<file path="src/rtl/uart_pkg.sv">
// Shared UART definitions: frame FSM encoding, data width and baud divider helper.
package uart_pkg;

  typedef enum logic [1:0] {
    StIdle  = 2'd0,
    StStart = 2'd1,
    StData  = 2'd2,
    StStop  = 2'd3
  } uart_state_e;

  localparam int unsigned UART_DATA_BITS = 8;

  function automatic int unsigned ticks_per_bit(input int unsigned clk_freq,
                                                input int unsigned baud);
    return clk_freq / baud;
  endfunction

endpackage

</file>
<file path="src/rtl/baud_tick_gen.sv">
// Bit-period counter: tick pulses in the last clock of each TICKS-long bit period.
module baud_tick_gen #(
  parameter int unsigned TICKS = 10
) (
  input  logic clk,
  input  logic reset,
  input  logic clear,
  output logic tick
);

  localparam int unsigned W = (TICKS > 2) ? $clog2(TICKS) : 1;

  logic [W-1:0] cnt_q, cnt_d;

  assign tick = (cnt_q == W'(TICKS - 1));

  always_comb begin
    cnt_d = cnt_q + W'(1);
    if (clear || tick) begin
      cnt_d = '0;
    end
  end

  always_ff @(posedge clk or negedge reset) begin
    if (!reset) begin
      cnt_q <= '0;
    end else begin
      cnt_q <= cnt_d;
    end
  end

endmodule

</file>
<file path="src/rtl/uart_tx_fifo_reader.sv">
// Drains a first-word-fall-through byte FIFO onto an 8N1 UART line, LSB first.
module uart_tx_fifo_reader
  import uart_pkg::*;
#(
  parameter int unsigned CLK_FREQ = 100_000_000,
  parameter int unsigned BAUD     = 9600
) (
  input  logic       clk,
  input  logic       reset,
  input  logic       fifo_empty,
  input  logic [7:0] fifo_rdata,
  output logic       fifo_rd,
  output logic       tx,
  output logic       tx_busy,
  output logic       tx_done
);

  localparam int unsigned TICKS = ticks_per_bit(CLK_FREQ, BAUD);

  uart_state_e               state_q, state_d;
  logic [UART_DATA_BITS-1:0] shift_q, shift_d;
  logic [2:0]                bit_cnt_q, bit_cnt_d;
  logic                      tx_q, tx_d;
  logic                      tick;
  logic                      tick_clear;
  logic                      pop;

  // The bit-period counter restarts on every state change and stays parked while idle.
  assign tick_clear = (state_d != state_q) || (state_q == StIdle);

  baud_tick_gen #(
    .TICKS (TICKS)
  ) u_baud_tick_gen (
    .clk   (clk),
    .reset (reset),
    .clear (tick_clear),
    .tick  (tick)
  );

  always_comb begin
    state_d   = state_q;
    shift_d   = shift_q;
    bit_cnt_d = bit_cnt_q;
    pop       = 1'b0;
    tx_done   = 1'b0;
    unique case (state_q)
      StIdle: begin
        if (!fifo_empty) begin
          pop     = 1'b1;
          shift_d = fifo_rdata;
          state_d = StStart;
        end
      end
      StStart: begin
        if (tick) begin
          bit_cnt_d = '0;
          state_d   = StData;
        end
      end
      StData: begin
        if (tick) begin
          shift_d   = {1'b0, shift_q[UART_DATA_BITS-1:1]};
          bit_cnt_d = bit_cnt_q + 3'd1;
          if (bit_cnt_q == 3'(UART_DATA_BITS - 1)) begin
            state_d = StStop;
          end
        end
      end
      StStop: begin
        if (tick) begin
          tx_done = 1'b1;
          if (!fifo_empty) begin
            pop     = 1'b1;
            shift_d = fifo_rdata;
            state_d = StStart;
          end else begin
            state_d = StIdle;
          end
        end
      end
      default: state_d = StIdle;
    endcase
  end

  // Line level for the upcoming cycle, registered so tx never glitches.
  always_comb begin
    tx_d = 1'b1;
    case (state_d)
      StStart: tx_d = 1'b0;
      StData:  tx_d = shift_d[0];
      default: tx_d = 1'b1;
    endcase
  end

  always_ff @(posedge clk or negedge reset) begin
    if (!reset) begin
      state_q   <= StIdle;
      shift_q   <= '0;
      bit_cnt_q <= '0;
      tx_q      <= 1'b1;
    end else begin
      state_q   <= state_d;
      shift_q   <= shift_d;
      bit_cnt_q <= bit_cnt_d;
      tx_q      <= tx_d;
    end
  end

  // Gated by reset so no pop is requested while the FSM is held.
  assign fifo_rd = pop & reset;
  assign tx      = tx_q;
  assign tx_busy = (state_q != StIdle);

endmodule
</file>
<file path="config.mk">
export PLATFORM = sky130hd
export DESIGN_NAME = uart_tx_fifo_reader
export DESIGN_NICKNAME = d
export VERILOG_FILES = /design/src/rtl/uart_pkg.sv /design/src/rtl/baud_tick_gen.sv /design/src/rtl/uart_tx_fifo_reader.sv
export SDC_FILE = /design/constraint.sdc
export NUM_CORES = 1
export LEC_CHECK = 0
export ABC_CLOCK_PERIOD_IN_PS = 2600
export BUFFER_PORTS_ARGS = -buffer_cell sky130_fd_sc_hd__buf_2
export CAP_MARGIN = 40
export CORE_ASPECT_RATIO = 0.5
export CORE_MARGIN = 2
export CORE_UTILIZATION = 28
export CTS_CLUSTER_SIZE = 16
export DETAILED_ROUTE_END_ITERATION = 10
export GPL_TIMING_DRIVEN = 1
export HOLD_SLACK_MARGIN = 0.15
export PLACE_DENSITY = 0.52
export SYNTH_ARGS = -nofsm -noshare
export SYNTH_HDL_FRONTEND = slang
export SYNTH_SLANG_ARGS = --single-unit
</file>
<file path="constraint.sdc">
create_clock -name clk -period 2.6 [get_ports clk]
set_input_delay 0.52 -clock clk [delete_from_list [all_inputs] [get_ports clk]]
set_output_delay 0.52 -clock clk [all_outputs]
set_load 0.005 [all_outputs]
</file>
**After elaboration in Yosys (flattened, before gate mapping)**

Index checks and enable logic that the tools add are counted.

- Register bits: 28
- Bits in latches: 0
- RAM bits: 0
- Bits in read-only memories: 0
- Bits of input ports: 11
- Output and inout port bits: 4
- Word-level logic and storage cells: 49
- Memories: 0

- Add/sub/neg operators: 2
- $mul: 0
- Div/mod/pow operators: 0
- Magnitude comparators: 0
- Eq/ne operators: 11
- Shift-type cells: 0
- Muxes and demuxes: 21
- Bitwise logic cells: 1
- Reduce and logical (&&, ||, !) cells: 8

Operators with widths:

| kind | count |
|---|---|
| 8-bit 2-to-1 mux | 3 |
| 8-bit case mux with 3 select lines | 1 |
| 14-bit by 1-bit adder with 14-bit output, second input constant | 1 |
| 14-bit == test, second input constant | 1 |
| 14-bit 2-to-1 mux | 1 |
| 2-bit 2-to-1 mux | 5 |
| 2-bit case mux with 4 select lines | 1 |
| 2-bit == test, second input constant | 3 |
| 3-bit 2-to-1 mux | 2 |
| 2-bit by 1-bit inequality test with 1-bit output, second input constant | 3 |
| 3-bit case mux with 2 select lines | 1 |
| 3-bit AND reduction | 2 |
| 1-bit 2-to-1 mux | 5 |
| 2-bit by 1-bit == test with 1-bit output, second input constant | 2 |
| 1-bit case mux with 2 select lines | 2 |
| 2-bit nonzero test | 2 |
| 3-bit by 1-bit adder with 3-bit output, second input constant | 1 |
| 3-bit == test, second input constant | 1 |
| 3-bit nonzero test | 1 |
| 2-bit logical NOT | 1 |
| 1-bit logical OR | 2 |
| 2-bit inequality test | 1 |
| 1-bit bitwise AND | 1 |

**Longest topological paths before layout**

Gate-level depths: netlist of the first run.

- Depth in word-level cells: 8
- Depth in mapped cells: 9
- Gate-level depth less buffers: 8

**Cells and area by module**

A second synthesis of the first run with hierarchy kept.

- Cell total of the unflattened synthesis: 164
- Area, all modules: 1654.1 µm²

By module, submodules not included:

| module | instances | cells an instance | area an instance (µm²) | seq. area each (µm²) |
|---|---|---|---|---|
| uart_tx_fifo_reader | 1 | 94 | 924.6 | 351.6 |
| baud_tick_gen | 1 | 70 | 729.4 | 350.3 |

**Worst setup path before layout of the first run**

No wires, ideal clock.

- Kind: register to output
- From: reg u_baud_tick_gen.cnt_q[0]
- To: out fifo_rd
- Data arrival time: 1.648 ns
- Data required time: 2.080 ns
- Slack: 0.432 ns
- Stages on the path, launching flop included: 8
- Path buffers: 2
- Cell sequence: dfrtp_1 -> ha_1 -> and4_2 -> and4_1 -> buf_6 -> a21o_2 -> buf_6 -> and3b_1

- Longest elaborated chain between the ends: 4

RTL lines:

| what | line | text |
|---|---|---|
| start, declared | baud_tick_gen.sv:13 | `logic [W-1:0] cnt_q, cnt_d;` |
| start signal, assigned | baud_tick_gen.sv:28 | `cnt_q <= cnt_d;` |
| 14-bit == test | baud_tick_gen.sv:15 | `assign tick = (cnt_q == W'(TICKS - 1));` |
| 1-bit 2-to-1 mux | uart_tx_fifo_reader.sv:70 | `if (tick) begin` |
| 1-bit case mux with 2 select lines | uart_tx_fifo_reader.sv:46 | `unique case (state_q)` |
| 1-bit bitwise AND | uart_tx_fifo_reader.sv:110 | `assign fifo_rd = pop & reset;` |
| end, declared | uart_tx_fifo_reader.sv:12 | `output logic fifo_rd,` |

Every way passes these cells.

**Worst setup path after layout of the first run**

Same ends and word-level chain as after synthesis.

==> flow_summary_export.csv, run 1 <==
group,metric,value,unit
timing,period_share,96.06,%
critical_path,required,2.08,ns
drt,wl_met1,1.529,mm
drt,top_layer,"met4",
timing,fin_setup_tns,0,ns
placed_design,port_buffers,14,
critical_path,slowest_stage,"dfrtp_1",
global_route,grt_pass1_wl,5.209,mm
global_route,track_usage,10.90,%
clocking,cts_buffers,3,
timing,worstMarginPinSlew,0.5583,ns
run,max_cap_violations,0,
finish,finalNetCount,178,
die,die_height,56.02,um
global_route,first_global_vias,1068,
pwr,p_per_area,737.1,nW/um2
clocking,cts.sinks,28,
die,dieArea,6052,um2
yosys,ys_types,40,
yosys,syn_inst,143,
pwr,total_power,1.264,mW
run_status,status,"complete, no violations",
yosys,yosysSeqAreaShare,46.33,%
timing,skew,0.005023,ns
finish,fin_area,1714,um2
timing,rsz0062_at_grt,"false",
placed_design,gp_congestion,0.7233,
yosys,synth.ff_latch_count,28,
global_route,grt_max_degree,29,
timing,hold_ws,0.2517,ns
pwr,switching_share,34.26,%
timing,period_needed,2.497,ns
placed_design,place_ws,0.2583,ns
yosys,async_flop_share,100.0,%
clocking,clk_pin_slew,0.10,ns
pwr,power_switching,0.4329,mW
worst_hold_path,hold_class,"in -> async",
yosys,synth_warnings,0,
clocking,clock_path_buffers,2,
finish,final-instance-count-excl-fill,228,
pwr,clock_power_share,21.5,%
pwr,p_int,0.8306,mW
critical_path,crit_fanout,9,
pwr,peakVddDrop,0.0002292,V
drt,ant_nets,0,
die,ios,15,
die,fp.dieW,108.0,um
global_route,grt_overflow,0,
finish,drive_gt1_share,22.78,%
yosys,synth_area_per_cell,10.60,um2
timing,hold_viol,0,
placed_design,dpl_cell_area,1645,um2
yosys,synth_flop_cell,"dfrtp_1",
global_route,antenna_found_initial,0,
pwr,combinationalPowerShare,33.7,%
clocking,cts_tree,"done",
drt,wl_met3,60,um
clocking,insertion_delay,0.28,ns
critical_path,max_stage_delay,0.42,ns
die,core,5067,um2
timing,layout_setup_ws,0.1025,ns
clocking,cts.hold.buffers_added,0,
timing,slew_violations,0,
critical_path,start_kind,"flop",
pwr,leakagePower,0.7730,nW
drt,wire_per_inst,13.13,um
drt,dr.pass1.iters,4,
placed_design,dp_cells,224,
placed_design,place_hpwl,2.062,mm
yosys,synth_edf_count,0,
die,rows,18,
finish,antennaDiodeCount,0,
drt,vias_per_cell,4.873,
clocking,root_buffer,"clkbuf_8",
die,start_util,29.90,%
clocking,htree_levels,1,
timing,max_freq,0.4004,GHz
yosys,synth.net_count,162,
timing,slew_headroom,62.68,%
finish,fillers,515,
critical_path,crit_type,"reg -> out",
critical_path,path_cells,"ha_1, and4_2, and4_4, a21o_4, and3b_1, buf_2",
clocking,post_cts_buffers,0,
finish,area_growth,13.13,%
finish,postLayoutCoreUtil,33.83,%
pwr,seq_power_share,44.7,%
drt,wl_met2,1.367,mm
drt,drc,0,
critical_path,critPathArrivalTime,1.98,ns
drt,routed_wl,2.994,mm
critical_path,worst_setup_path_end_kind,"output pin",
yosys,syn-cell-area,1515,um2
drt,drtIter0Drc,31,
drt,vias,1111,
timing,setup_violations,0,
==> worst max-delay path, delay by kind of cell (launching register included) <==
family,cells,cell delay (ns)
AND/OR/NAND/NOR,3,0.66
flip-flops,1,0.42
AO/OA/AOI/OAI,1,0.25
adder cells (fa/ha/maj),1,0.25
buffers and inverters,1,0.12
==> layout by cell type, fill, tap and decap left out, types with 2 or more instances in the layout <==
cell / instances
dfrtp_1: 27
nor2_1: 17
a22o_1: 14
buf_2: 14
xor2_1: 7
ha_1: 7
nand3_1: 6
nand2_1: 6
o21ai_0: 5
a21oi_1: 5
nand4_1: 4
clkbuf_8: 4
inv_1: 3
or3_1: 3
o22ai_1: 2
and3_1: 2
xnor2_1: 2
nand3b_1: 2
and2_2: 2
mux2_2: 2
buf_4: 2
==> cells in the mapped netlist, drive strengths merged, types with 2 or more instances <==
cell type | n | share of area [%]
nand2 | 6 | 1.5
nand4 | 4 | 1.7
o21ai | 5 | 1.7
xnor2 | 2 | 1.2
nand3 | 6 | 2.0
inv | 4 | 0.99
and4 | 2 | 1.2
and2 | 2 | 0.99
and3 | 3 | 1.3
a2111oi | 2 | 1.6
ha | 8 | 6.6
a21oi | 5 | 1.7
o22ai | 2 | 0.83
dfrtp | 27 | 45
xor2 | 7 | 4.0
clkbuf | 2 | 0.58
mux2 | 2 | 1.5
or3 | 3 | 1.2
a22o | 14 | 8.1
buf | 3 | 2.2
nand3b | 2 | 0.99
nor2 | 18 | 4.5
==> per-layer routing <==
metal | vias up | GRT usage [%]
met1 | 542 | 14.28
li1 | 551 | -
met4 | 0 | 3.297
met3 | 2 | 2.459
met5 | - | 0
met2 | 16 | 17.97
==> power by group through the flow <==
| stage | logic, mW | clock network, mW | registers [mW] |
|---|---|---|---|
| 2_1_floorplan | 0.303 | 0 | 0.564 |
| 3_3_place_gp | 0.418 | 0 | 0.572 |
| 3_5_place_dp | 0.419 | 0 | 0.573 |
| 4_1_cts | 0.428 | 0.286 | 0.565 |
| 5_1_grt | 0.477 | 0.308 | 0.576 |
| 6_report | 0.426 | 0.272 | 0.565 |
==> area by class of cell <==
| cell class | instances | area [um2] | share of cell area [%] |
|---|---|---|---|
| clock buffers | 4 | 55.05 | 3.212 |
| flip-flops and latches | 28 | 701.9 | 40.95 |
| multi-input cells | 106 | 769.5 | 44.89 |
| well taps | 70 | 87.58 | 5.110 |
| inverters | 4 | 15.01 | 0.8759 |
| repair buffers | 16 | 85.08 | 4.964 |
==> state kept, by name, summed over array words and instances (netlist names) <==
signal	cells
tx	1
u_baud_tick_gen.cnt_q	14
state_q	2
bit_cnt_q	3
shift_q	8
==> timing repair <==
| item | 4_1_cts | 5_1_grt |
|---|---|---|
| endpoints found under the setup margin | 1 | 1 |
| resized for setup | 3 | 3 |
| hold endpoints to repair | 0 | 0 |
==> final timing paths <==
| path | start | to | slack [ns] | cells past startpoint |
|---|---|---|---|---|
| setup / recovery | u_baud_tick_gen.cnt_q[0] | fifo_rd | 0.10 | 6 |
| hold / removal | reset | u_baud_tick_gen.cnt_q[10] | 0.25 | 2 |
| setup reg to reg | u_baud_tick_gen.cnt_q[0] | tx | 0.43 | 7 |
| hold reg to reg | u_baud_tick_gen.cnt_q[0] | u_baud_tick_gen.cnt_q[0] | 0.49 | 1 |
| max in group asynchronous | reset | tx | 2.03 | 2 |
| min in group clk | fifo_rdata[7] | shift_q[7] | 0.49 | 2 |
==> kinds of logic after synthesis <==
kind of cell               synth area share (%)
DFF                                       46.33
muxes                                     1.486
xor gates and xnor gates                  5.203
and+or+nand+nor                           19.57
buffers and inverters                     3.798
AOI/OAI and AO/OA                         17.01
adders and majority gates                 6.606
(Power assumes the default switching activity.)
==> run 2: changes to the inputs <==
==> constraint.sdc (replaced) <==
create_clock -name clk -period 2.6 [get_ports clk]
set_input_delay 0.65 -clock clk [delete_from_list [all_inputs] [get_ports clk]]
set_output_delay 0.65 -clock clk [all_outputs]
set_load 0.005 [all_outputs]
==> run 2 against run 1 <==
Critical endpoint unchanged; clock-buffer cell count unchanged; wire length is 4.8% lower; power grew 0.49%; sequential power about the same; first-iteration DRC count grew 26%; combinational power increased by 1%; hold slack improved by 0.13 ns.
==> flow_summary_export.csv, run 2 (synthesis results as in run 1) <==
group,metric,value,unit
placed_design,gp_congestion,0.7301,
global_route,grt_overflow,0,
die,core,5067,um2
critical_path,worst_setup_path_end_kind,"output pin",
timing,max_freq,0.4016,GHz
pwr,peakVddDrop,0.0003075,V
drt,dr.pass1.iters,4,
critical_path,max_stage_delay,0.41,ns
drt,wire_per_inst,12.40,um
finish,final-instance-count-excl-fill,230,
drt,drtIter0Drc,39,
pwr,p_int,0.8403,mW
die,fp.dieW,108.0,um
pwr,leakagePower,0.7807,nW
pwr,clock_power_share,21.4,%
timing,setup_violations,0,
global_route,track_usage,10.09,%
global_route,grt_max_degree,29,
global_route,busiest_layer,"met2",
finish,reg_top3,"u_baud_tick_gen.cnt_q (14), shift_q (8), bit_cnt_q (3)",
drt,routed_wl,2.851,mm
critical_path,r2r_cells,5,
finish,finalNetCount,180,
placed_design,dp_cells,225,
placed_design,port_buffers,14,
timing,hold_viol,0,
finish,antennaDiodeCount,0,
global_route,grt_pass1_wl,4.919,mm
die,die_height,56.02,um
critical_path,crit_type,"reg -> out",
run,max_cap_violations,0,
drt,vias,1120,
timing,slew_headroom,65.00,%
critical_path,reg2reg_slack,0.48,ns
die,start_util,29.90,%
global_route,use_met2,16.08,%
timing,period_share,95.78,%
finish,largest_reg_flops,14,
timing,period_needed,2.490,ns
clocking,clk_pin_slew,0.09,ns
critical_path,required,1.95,ns
drt,ant_nets,0,
clocking,cts.hold.buffers_added,0,
pwr,total_power,1.270,mW
finish,layout_commonest_cell,"dfrtp_1",
timing,worstMarginPinSlew,0.5117,ns
critical_path,critPathArrivalTime,1.84,ns
pwr,combinationalPowerShare,34.1,%
global_route,first_global_vias,1053,
clocking,htree_levels,1,
pwr,seq_power_share,44.6,%
global_route,grt_use_met1,13.64,%
run_status,status,"complete, no violations",
timing,slew_violations,0,
pwr,switching_share,33.82,%
pwr,p_per_area,735.9,nW/um2
worst_hold_path,hold_class,"in -> async",
finish,fillers,525,
die,dieArea,6052,um2
global_route,use_met3,2.459,%
critical_path,timing.critical_path.buf_inv,1,
die,ios,15,
critical_path,r2r_start,"state_q[0]",
timing,skew,0.001718,ns
finish,drive_gt1_share,24.38,%
finish,final_cell_mix,"27 x dfrtp_1, 17 x nor2_1, 14 x a22o_1, 14 x buf_2, 7 x xor2_1",
placed_design,place_hpwl,2.002,mm
global_route,antenna_found_initial,0,
clocking,cts.sinks,28,
clocking,clock_path_buffers,2,
finish,postLayoutCoreUtil,34.05,%
critical_path,path_cells,"ha_2, and4_2, and4_4, a21o_2, and3b_1, buf_2",
clocking,insertion_delay,0.27,ns
die,rows,18,
finish,largest-register,"u_baud_tick_gen.cnt_q",
critical_path,slowest_stage,"dfrtp_1",
critical_path,start_kind,"flop",
critical_path,r2r-end,"u_baud_tick_gen.cnt_q[5]",
timing,rsz0062_at_grt,"false",
timing,hold_ws,0.3790,ns
clocking,root_buffer,"clkbuf_8",
critical_path,cpLargestDelayFamily,"simple AND/OR/NAND/NOR gates",
critical_path,crit_fanout,9,
drt,drc,0,
finish,area_growth,13.87,%
clocking,cts_tree,"done",
clocking,cts_buffers,3,
drt,vias_per_cell,4.870,
timing,fin_setup_tns,0,ns
pwr,power_switching,0.4293,mW
==> run 2: cell count changes in the layout (fill, tap and decap cells not counted) <==
cell	change
ha_2	+1
buf_4	+2
ha_1	-1
a21o_4	-1
a21o_2	+1
==> run 2: routing by layer <==
metal  wire (um)  vias to the layer above
li1            -                      562
met1        1434                      533
met2        1306                       23
met3          83                        2
met4          27                        0
met5           0                        -
==> run 2: final cells by class <==
cell class	instances	area, um2	area share (%)
repair buffers	18	100.1	5.801
multi-input cells	106	765.7	44.38
clock buffers	4	55.05	3.191
inverters	4	15.01	0.8702
flip-flops and latches	28	701.9	40.68
well taps	70	87.58	5.076
==> run 2: power groups by stage <==
stage	logic, mW	registers, mW	clock network (mW)
floorplan	0.303	0.564	0
finish	0.432	0.566	0.271
global placement	0.423	0.573	0
CTS	0.423	0.567	0.281
global route	0.490	0.578	0.302
detailed placement	0.420	0.574	0
==> run 2: through the flow <==
step | area, um2 | setup slack, ns
2_1_floorplan | 1515 | 0.3016
3_3_place_gp | 1653 | 0.2767
3_5_place_dp | 1653 | 0.2529
4_1_cts | 1713 | 0.005661
5_1_grt | 1725 | 0.008118
6_report | 1725 | 0.1097
==> run 2: worst max-delay path by stage <==
stage / slack, ns / to / cells after the start / startpoint
CTS: 0.006 / fifo_rd / 7 / state_q[1]
floorplan: 0.30 / fifo_rd / 7 / u_baud_tick_gen.cnt_q[0]
global route: 0.008 / fifo_rd / 6 / u_baud_tick_gen.cnt_q[1]
global placement: 0.28 / fifo_rd / 6 / u_baud_tick_gen.cnt_q[0]
finish: 0.11 / fifo_rd / 6 / u_baud_tick_gen.cnt_q[0]
detailed placement: 0.25 / fifo_rd / 6 / u_baud_tick_gen.cnt_q[0]
==> run 2: repair_timing <==
item | in CTS | in global routing
setup buffers | 0 | 1
resized for setup | 3 | 3
endpoints found under the setup margin | 1 | 1
